## src/rtl/tour_cmd.sv

```systemverilog
// Walks a solved 5x5 knight's tour and turns each one-hot move into a vertical then horizontal motion command.
// Optional host-command pass-through while idle: define TOUR_CMD_MUX_EN.
module tour_cmd #(
   parameter int NUM_MOVES = 24
) (
   input  logic        clk,
   input  logic        rst_n,
   input  logic        start_tour,
   input  logic [7:0]  move,
   output logic [4:0]  mv_indx,
   output logic [15:0] cmd,
   output logic        cmd_rdy,
   input  logic        clr_cmd_rdy,
   input  logic        send_resp,
   output logic [7:0]  resp,
   output logic        tour_busy,
   output logic        tour_err
`ifdef TOUR_CMD_MUX_EN
   ,
   input  logic [15:0] cmd_ext,
   input  logic        cmd_ext_rdy,
   output logic        clr_ext_rdy
`endif
);

   typedef enum logic [2:0] {
      IDLE,
      LOAD,
      VERT,
      WAIT_V,
      HORZ,
      WAIT_H
   } state_t;

   localparam logic [4:0] LAST_INDX = 5'(NUM_MOVES - 1);

   state_t      state_reg, state_next;
   logic [4:0]  mv_indx_reg, mv_indx_next;
   logic        cmd_rdy_reg, cmd_rdy_next;
   logic        busy_reg, busy_next;
   logic        err_reg, err_next;
   logic [7:0]  resp_reg, resp_next;
   logic [7:0]  move_reg, move_next;
   logic        move_onehot;
   logic        north, vert_two, east, horz_two;
   logic [15:0] tour_cmd_word;

   assign move_onehot = (move != 8'h00) && ((move & (move - 8'd1)) == 8'h00);

   // Direction and length of each segment, grouped by which move bits share them.
   assign north    = move_reg[0] | move_reg[1] | move_reg[2] | move_reg[7];
   assign vert_two = move_reg[0] | move_reg[1] | move_reg[4] | move_reg[5];
   assign east     = move_reg[1] | move_reg[5] | move_reg[6] | move_reg[7];
   assign horz_two = move_reg[2] | move_reg[3] | move_reg[6] | move_reg[7];

   always_ff @(posedge clk or negedge rst_n) begin
      if (!rst_n) begin
         state_reg   <= IDLE;
         mv_indx_reg <= 5'd0;
         cmd_rdy_reg <= 1'b0;
         busy_reg    <= 1'b0;
         err_reg     <= 1'b0;
         resp_reg    <= 8'hA5;
         move_reg    <= 8'h00;
      end else begin
         state_reg   <= state_next;
         mv_indx_reg <= mv_indx_next;
         cmd_rdy_reg <= cmd_rdy_next;
         busy_reg    <= busy_next;
         err_reg     <= err_next;
         resp_reg    <= resp_next;
         move_reg    <= move_next;
      end
   end

   always_comb begin
      state_next   = state_reg;
      mv_indx_next = mv_indx_reg;
      cmd_rdy_next = cmd_rdy_reg;
      busy_next    = busy_reg;
      err_next     = 1'b0;
      resp_next    = resp_reg;
      move_next    = move_reg;
      case (state_reg)
         IDLE: begin
            if (start_tour) begin
               mv_indx_next = 5'd0;
               busy_next    = 1'b1;
               state_next   = LOAD;
            end
         end
         LOAD: begin
            // mv_indx has been stable for a full cycle, so the solver's read is settled.
            move_next = move;
            if (!move_onehot) begin
               err_next   = 1'b1;
               busy_next  = 1'b0;
               state_next = IDLE;
            end else begin
               cmd_rdy_next = 1'b1;
               state_next   = VERT;
            end
         end
         VERT: begin
            if (clr_cmd_rdy) begin
               cmd_rdy_next = 1'b0;
               state_next   = WAIT_V;
            end
         end
         WAIT_V: begin
            if (send_resp) begin
               cmd_rdy_next = 1'b1;
               state_next   = HORZ;
            end
         end
         HORZ: begin
            if (clr_cmd_rdy) begin
               cmd_rdy_next = 1'b0;
               state_next   = WAIT_H;
            end
         end
         WAIT_H: begin
            if (send_resp) begin
               if (mv_indx_reg == LAST_INDX) begin
                  resp_next  = 8'hA5;
                  busy_next  = 1'b0;
                  state_next = IDLE;
               end else begin
                  resp_next    = 8'h5A;
                  mv_indx_next = mv_indx_reg + 5'd1;
                  state_next   = LOAD;
               end
            end
         end
         default: state_next = IDLE;
      endcase
   end

   always_comb begin
      tour_cmd_word = 16'h0000;
      case (state_reg)
         VERT, WAIT_V: tour_cmd_word = {4'h4, north ? 8'h00 : 8'h7F, vert_two ? 4'd2 : 4'd1};
         HORZ, WAIT_H: tour_cmd_word = {4'h5, east ? 8'hBF : 8'h3F, horz_two ? 4'd2 : 4'd1};
         default:      tour_cmd_word = 16'h0000;
      endcase
   end

`ifdef TOUR_CMD_MUX_EN
   assign cmd         = (state_reg == IDLE) ? cmd_ext : tour_cmd_word;
   assign cmd_rdy     = (state_reg == IDLE) ? cmd_ext_rdy : cmd_rdy_reg;
   assign clr_ext_rdy = (state_reg == IDLE) ? clr_cmd_rdy : 1'b0;
`else
   assign cmd     = tour_cmd_word;
   assign cmd_rdy = cmd_rdy_reg;
`endif

   assign mv_indx   = mv_indx_reg;
   assign resp      = resp_reg;
   assign tour_busy = busy_reg;
   assign tour_err  = err_reg;

endmodule
```

## config.mk

```make
export PLATFORM = sky130hd
export DESIGN_NAME = tour_cmd
export DESIGN_NICKNAME = d
export VERILOG_FILES = /design/src/rtl/tour_cmd.sv
export SDC_FILE = /design/constraint.sdc
export NUM_CORES = 1
export LEC_CHECK = 0
export BUFFER_PORTS_ARGS = -buffer_cell sky130_fd_sc_hd__buf_4
export CAP_MARGIN = 20
export CORE_UTILIZATION = 45
export CTS_CLUSTER_SIZE = 30
export DETAILED_ROUTE_END_ITERATION = 6
export PLACE_DENSITY_LB_ADDON = 0.3
export SETUP_SLACK_MARGIN = 0.02
export SYNTH_ARGS = -nofsm -noshare
export SYNTH_HDL_FRONTEND = slang
export SYNTH_SLANG_ARGS = --single-unit
```

## constraint.sdc

```tcl
create_clock -name clk -period 4.7 [get_ports clk]
set_input_delay 0.47 -clock clk [delete_from_list [all_inputs] [get_ports clk]]
set_output_delay 0.47 -clock clk [all_outputs]
set_load 0.05 [all_outputs]
```

## Word level (Yosys, flattened, before mapping)

Index checks and enable logic that the tools add are counted.

- Word-level logic and storage cells: 81
- Register bits: 27
- Memories: 0
- Bits in latches: 0
- Bits in read-only memories: 0
- Bits of input ports: 13
- Output and inout bits: 32
- Bits in writable memories: 0

- Multiplexer cells: 29
- Div/mod/pow operators: 0
- $lt $le $gt $ge: 0
- $add $sub $neg: 2
- Reductions and logical operators: 15
- Shift-type cells: 0
- Equality and inequality tests: 16
- Bitwise logic cells: 12
- Multipliers: 0

Operators by type and width:

| operator | number |
|---|---|
| $pmux 15 s2 | 1 |
| $ne 2x2->1 const B | 9 |
| $pmux 3 s6 | 1 |
| $mux 8 | 2 |
| $mux 3 | 5 |
| $mux 5 | 3 |
| $or 1x1->1 | 11 |
| $mux 1 | 10 |
| $pmux 5 s2 | 1 |
| $reduce_and 5->1 | 2 |
| $and 8x8->8 | 1 |
| $logic_not 8->1 | 1 |
| $reduce_and 4->1 | 2 |
| $reduce_bool 8->1 | 1 |
| $sub 8x1->8 const B | 1 |
| $mux 7 | 1 |
| $eq 3x2->1 const B | 2 |
| $eq 3x3->1 const B | 2 |
| $mux 2 | 3 |
| $pmux 1 s3 | 2 |
| $reduce_bool 3->1 | 2 |
| $reduce_or 2->1 | 3 |
| $add 5x1->5 const B | 1 |
| $eq 5x5->1 const B | 1 |
| other kinds (6) | 6 |

## Depth between registers and ports, before layout

- Word-level depth: 6
- Gate-level depth with buffers: 5
- Depth with buffers taken out: 5

## Worst setup path before layout

Ideal clock, no wire load.

- Path type: reg2out
- Start: register move_reg[1]
- End: output port cmd[5]
- Data required time: 4.230 ns
- Slack: 1.559 ns
- Path buffers: 1
- Arrival: 2.671 ns
- Stages on the path, launching flop included: 4
- Cells stage by stage: dfrtp_1 or4_1 o21ai_0 buf_4

- Word-level cells in the longest chain between the ends: 5

RTL lines:

| item | RTL line | RTL |
|---|---|---|
| start: declaration | 43 | `logic [7:0] move_reg, move_next;` |
| start signal: assignment | 72 | `move_reg <= move_next;` |
| $or 1x1->1 (3 in series) | 51 | `assign north = move_reg[0] \| move_reg[1] \| move_reg[2] \| move_reg[7];` |
| $mux 7 | 142 | `VERT, WAIT_V: tour_cmd_word = {4'h4, north ? 8'h00 : 8'h7F, vert_two ? 4'd2 : 4'd1};` |
| $pmux 15 s2 | 141 | `case (state_reg)` |
| end: declaration | 11 | `output logic [15:0] cmd,` |

No other way between the ends.

## Worst setup path in the final report

- Start: register move_reg[1]
- End: output port cmd[6]

Same word-level chain as after synthesis.

==> results_dict.tcl <==
set metrics [dict create \
    numClockSinks 21 \
    drt_iter0_drc 14 \
    die_span_x_um 56.3 \
    crit_chain "or4_1, o21ai_0, buf_4" \
    worst_slew_pin_slew_ns 0.639 \
    synth-seq-area-share_pct 39.7 \
    dp.final_hpwl_mm 2.01 \
    largest_register_ffs 8 \
    filler_cell_count 237 \
    synth_edf_count 0 \
    fp-row-count 19 \
    layout.core_utilization_pct 56.5 \
    die_area_um2 3170 \
    hold_class "input port to async pin" \
    peak_freq_ghz 0.391 \
    worstRegToRegCells 4 \
    result_of_the_run "finished clean" \
    finalMaxSlewViolations 0 \
    finalSetupViolations 0 \
    cp_top_family "simple AND/OR/NAND/NOR gates" \
    largest_stage_delay_on_the_critical_path_ns 0.54 \
    clock_tree.htree_level_count 1 \
    timing.reg2reg.setup_slack_ns 2.90 \
    num_vias 1023 \
    synth_register_bits 21 \
    grt_overflow_total 0 \
    drtAntennaViolNets 0 \
    critical_path_arrival_ns 2.09 \
    max-clock-path-buffers 2 \
    layout-drive-gt1-share_pct 39.9 \
    path_buf_inv 1 \
    critical_path_fanout_max 6 \
    post_cts_buffers 0 \
    avgViaCountPerCell 5.41 \
    grt_antenna_before_repair 0 \
    num-nets-final 173 \
    skew_ns 0.00835 \
    maximum_number_of_pins_on_one_net_before_global_route_repair 22 \
    tritoncts "built" \
    routed_wl_mm 2.58 \
    cts-buffers-inserted 3 \
    ctsRootBufferMaster "sky130_fd_sc_hd__clkbuf_4" \
    die_h_um 56.3 \
    layout_worst_path_cycle_share_pct 54.5 \
    first_pass_grt_wire_length_mm 4.34 \
    synth.cell_area_um2 1330 \
    hold_buffer_count_at_cts 0 \
    gate_count_of_the_mapped_netlist 129 \
    antenna_cells 0 \
    core-area_um2 2780 \
    crit_slowest_cell "sky130_fd_sc_hd__or4_1" \
    post-route-drc-count 0 \
    crit_path_start_kind "register" \
    detail_route.wl_per_cell_um 13.6 \
    critical_path.reg2reg.endpoint "tour_busy" \
    postCtsResizedCells 0 \
    setup.worst_path.end_class "output pin" \
    setup-tns-final_ns 0 \
    cp.required_ns 4.23 \
    finalCriticalPeriod_ns 2.56 \
    critPathKind "register to output pin" \
    power.density_cell_area_nw_per_um2 507 \
    place.gp.congestion 0.825 \
    syn_avg_cell_area_um2 10.3 \
    clock_insertion_delay_worst_skew_ns 0.31 \
    setup_repair_after_global_routing_missed_its_margin "no" \
    buffers_added_on_ports 40 \
    preCtsSetupSlack_ns 2.48 \
    number_of_distinct_library_cell_variants_in_the_gate_level_netlist_after_synthesis 43 \
    yosysWarnings 0 \
    vdd.ir_drop.worst_uv 314 \
    design.portCount 45 \
    areaGrowthSynthToFinish_pct 18.3 \
    regToRegStartpoint "state_reg[0]" \
    final_hold_viol_count 0 \
    yosys_most_used_dff "sky130_fd_sc_hd__dfrtp_1" \
    initial_core_util_pct 47.7 \
    slew_headroom_pct 57.4 \
    first_global_vias 953 \
    maxCapViolCount 0 \
    track_usage_pct 17.7 \
    clkSlewWorstSetupHoldPaths_ns 0.12 \
    total_leakage_power_nw 0.783 \
    post-route-worst-setup-slack_ns 2.14 \
    postSynth.asyncResetShare_pct 100 \
    drt_pre_antenna_iters 4 \
]
-- cell families after synthesis --
group | count (synthesis) | share of synthesized area (%)
multiplexers | 11 | 9.14
other | 1 | 0.282
XOR/XNOR | 3 | 1.98
buffers and inverters | 23 | 11.6
AND/OR/NAND/NOR | 46 | 24.2
flip-flops | 21 | 39.7
adder cells (fa/ha/maj) | 1 | 0.942
AO/OA/AOI/OAI | 23 | 12.2
-- worst register-to-register path, stage by stage (launching register included) --
cell	delay, ns
sky130_fd_sc_hd__dfrtp_1	0.61
sky130_fd_sc_hd__nor3b_4	0.64
sky130_fd_sc_hd__a311oi_1	0.11
sky130_fd_sc_hd__a211oi_1	0.22
sky130_fd_sc_hd__o21ai_0	0.11
-- Yosys cell counts, types with 3 or more instances --
master	n	area share, %
sky130_fd_sc_hd__a21oi_1	5	1.9
sky130_fd_sc_hd__mux2_2	9	7.6
sky130_fd_sc_hd__nand2_1	5	1.4
sky130_fd_sc_hd__o21ai_0	6	2.3
sky130_fd_sc_hd__nor4_1	3	1.4
sky130_fd_sc_hd__dfrtp_1	20	38
sky130_fd_sc_hd__nand2b_1	3	1.4
sky130_fd_sc_hd__buf_4	18	10
sky130_fd_sc_hd__inv_1	5	1.4
sky130_fd_sc_hd__nor2b_1	3	1.4
sky130_fd_sc_hd__nor2_1	13	3.7
sky130_fd_sc_hd__and4b_1	3	2.3
-- how the worst max path moves through the flow --
| stage | startpoint | end | cells past startpoint |
|---|---|---|---|
| 3_3_place_gp | move_reg[1] | cmd[4] | 3 |
| 5_1_grt | move_reg[1] | cmd[5] | 3 |
| 4_1_cts | move_reg[1] | cmd[6] | 3 |
| 6_report | move_reg[1] | cmd[6] | 3 |
| 3_5_place_dp | move_reg[1] | cmd[6] | 3 |
| 2_1_floorplan | move_reg[1] | cmd[5] | 3 |
-- cell type report --
class	count	area, um2	area share [%]
clock inverter	1	5.00	0.319
multi-input combinational	88	658	41.9
inverter	5	18.8	1.20
clock buffer	3	22.5	1.43
sequential	21	527	33.5
timing repair buffer	40	300	19.1
tap	31	38.8	2.47
-- where the power goes --
part | leakage, nW | internal, mW | switching (mW)
clock | 0.0177 | 0.0318 | 0.0577
combinational | 0.508 | 0.161 | 0.245
sequential | 0.257 | 0.238 | 0.0619
total | 0.783 | 0.431 | 0.365
-- placed cells by master (no fill, tap or decap), types with 4 or more instances in the layout --
cell type / n
sky130_fd_sc_hd__o21ai_0: 6
sky130_fd_sc_hd__a21oi_1: 5
sky130_fd_sc_hd__dfrtp_1: 20
sky130_fd_sc_hd__nand2_1: 5
sky130_fd_sc_hd__conb_1: 4
sky130_fd_sc_hd__mux2_2: 9
sky130_fd_sc_hd__nor2_1: 13
sky130_fd_sc_hd__buf_4: 40
sky130_fd_sc_hd__inv_1: 5
-- stage by stage --
stage	power [mW]	std cells	cell area [um2]	hold slack (ns)
finish	0.796	189	1570	0.0135
global route	0.846	189	1570	0.00927
detailed placement	0.714	185	1540	0.373
global placement	0.706	185	1540	0.371
CTS	0.804	189	1570	0.0187
floorplan	0.630	132	1340	0.174
-- routing by layer --
| layer | vias up | part of all wire [%] | track usage (%) |
|---|---|---|---|
| met5 | - | 0 | 0 |
| met3 | 5 | 4.9 | 3.00 |
| met2 | 31 | 50 | 28.9 |
| met4 | 0 | 1.7 | 8.36 |
| met1 | 483 | 44 | 22.9 |
| li1 | 504 | - | - |
No activity file was read; power rests on OpenSTA's default activity.
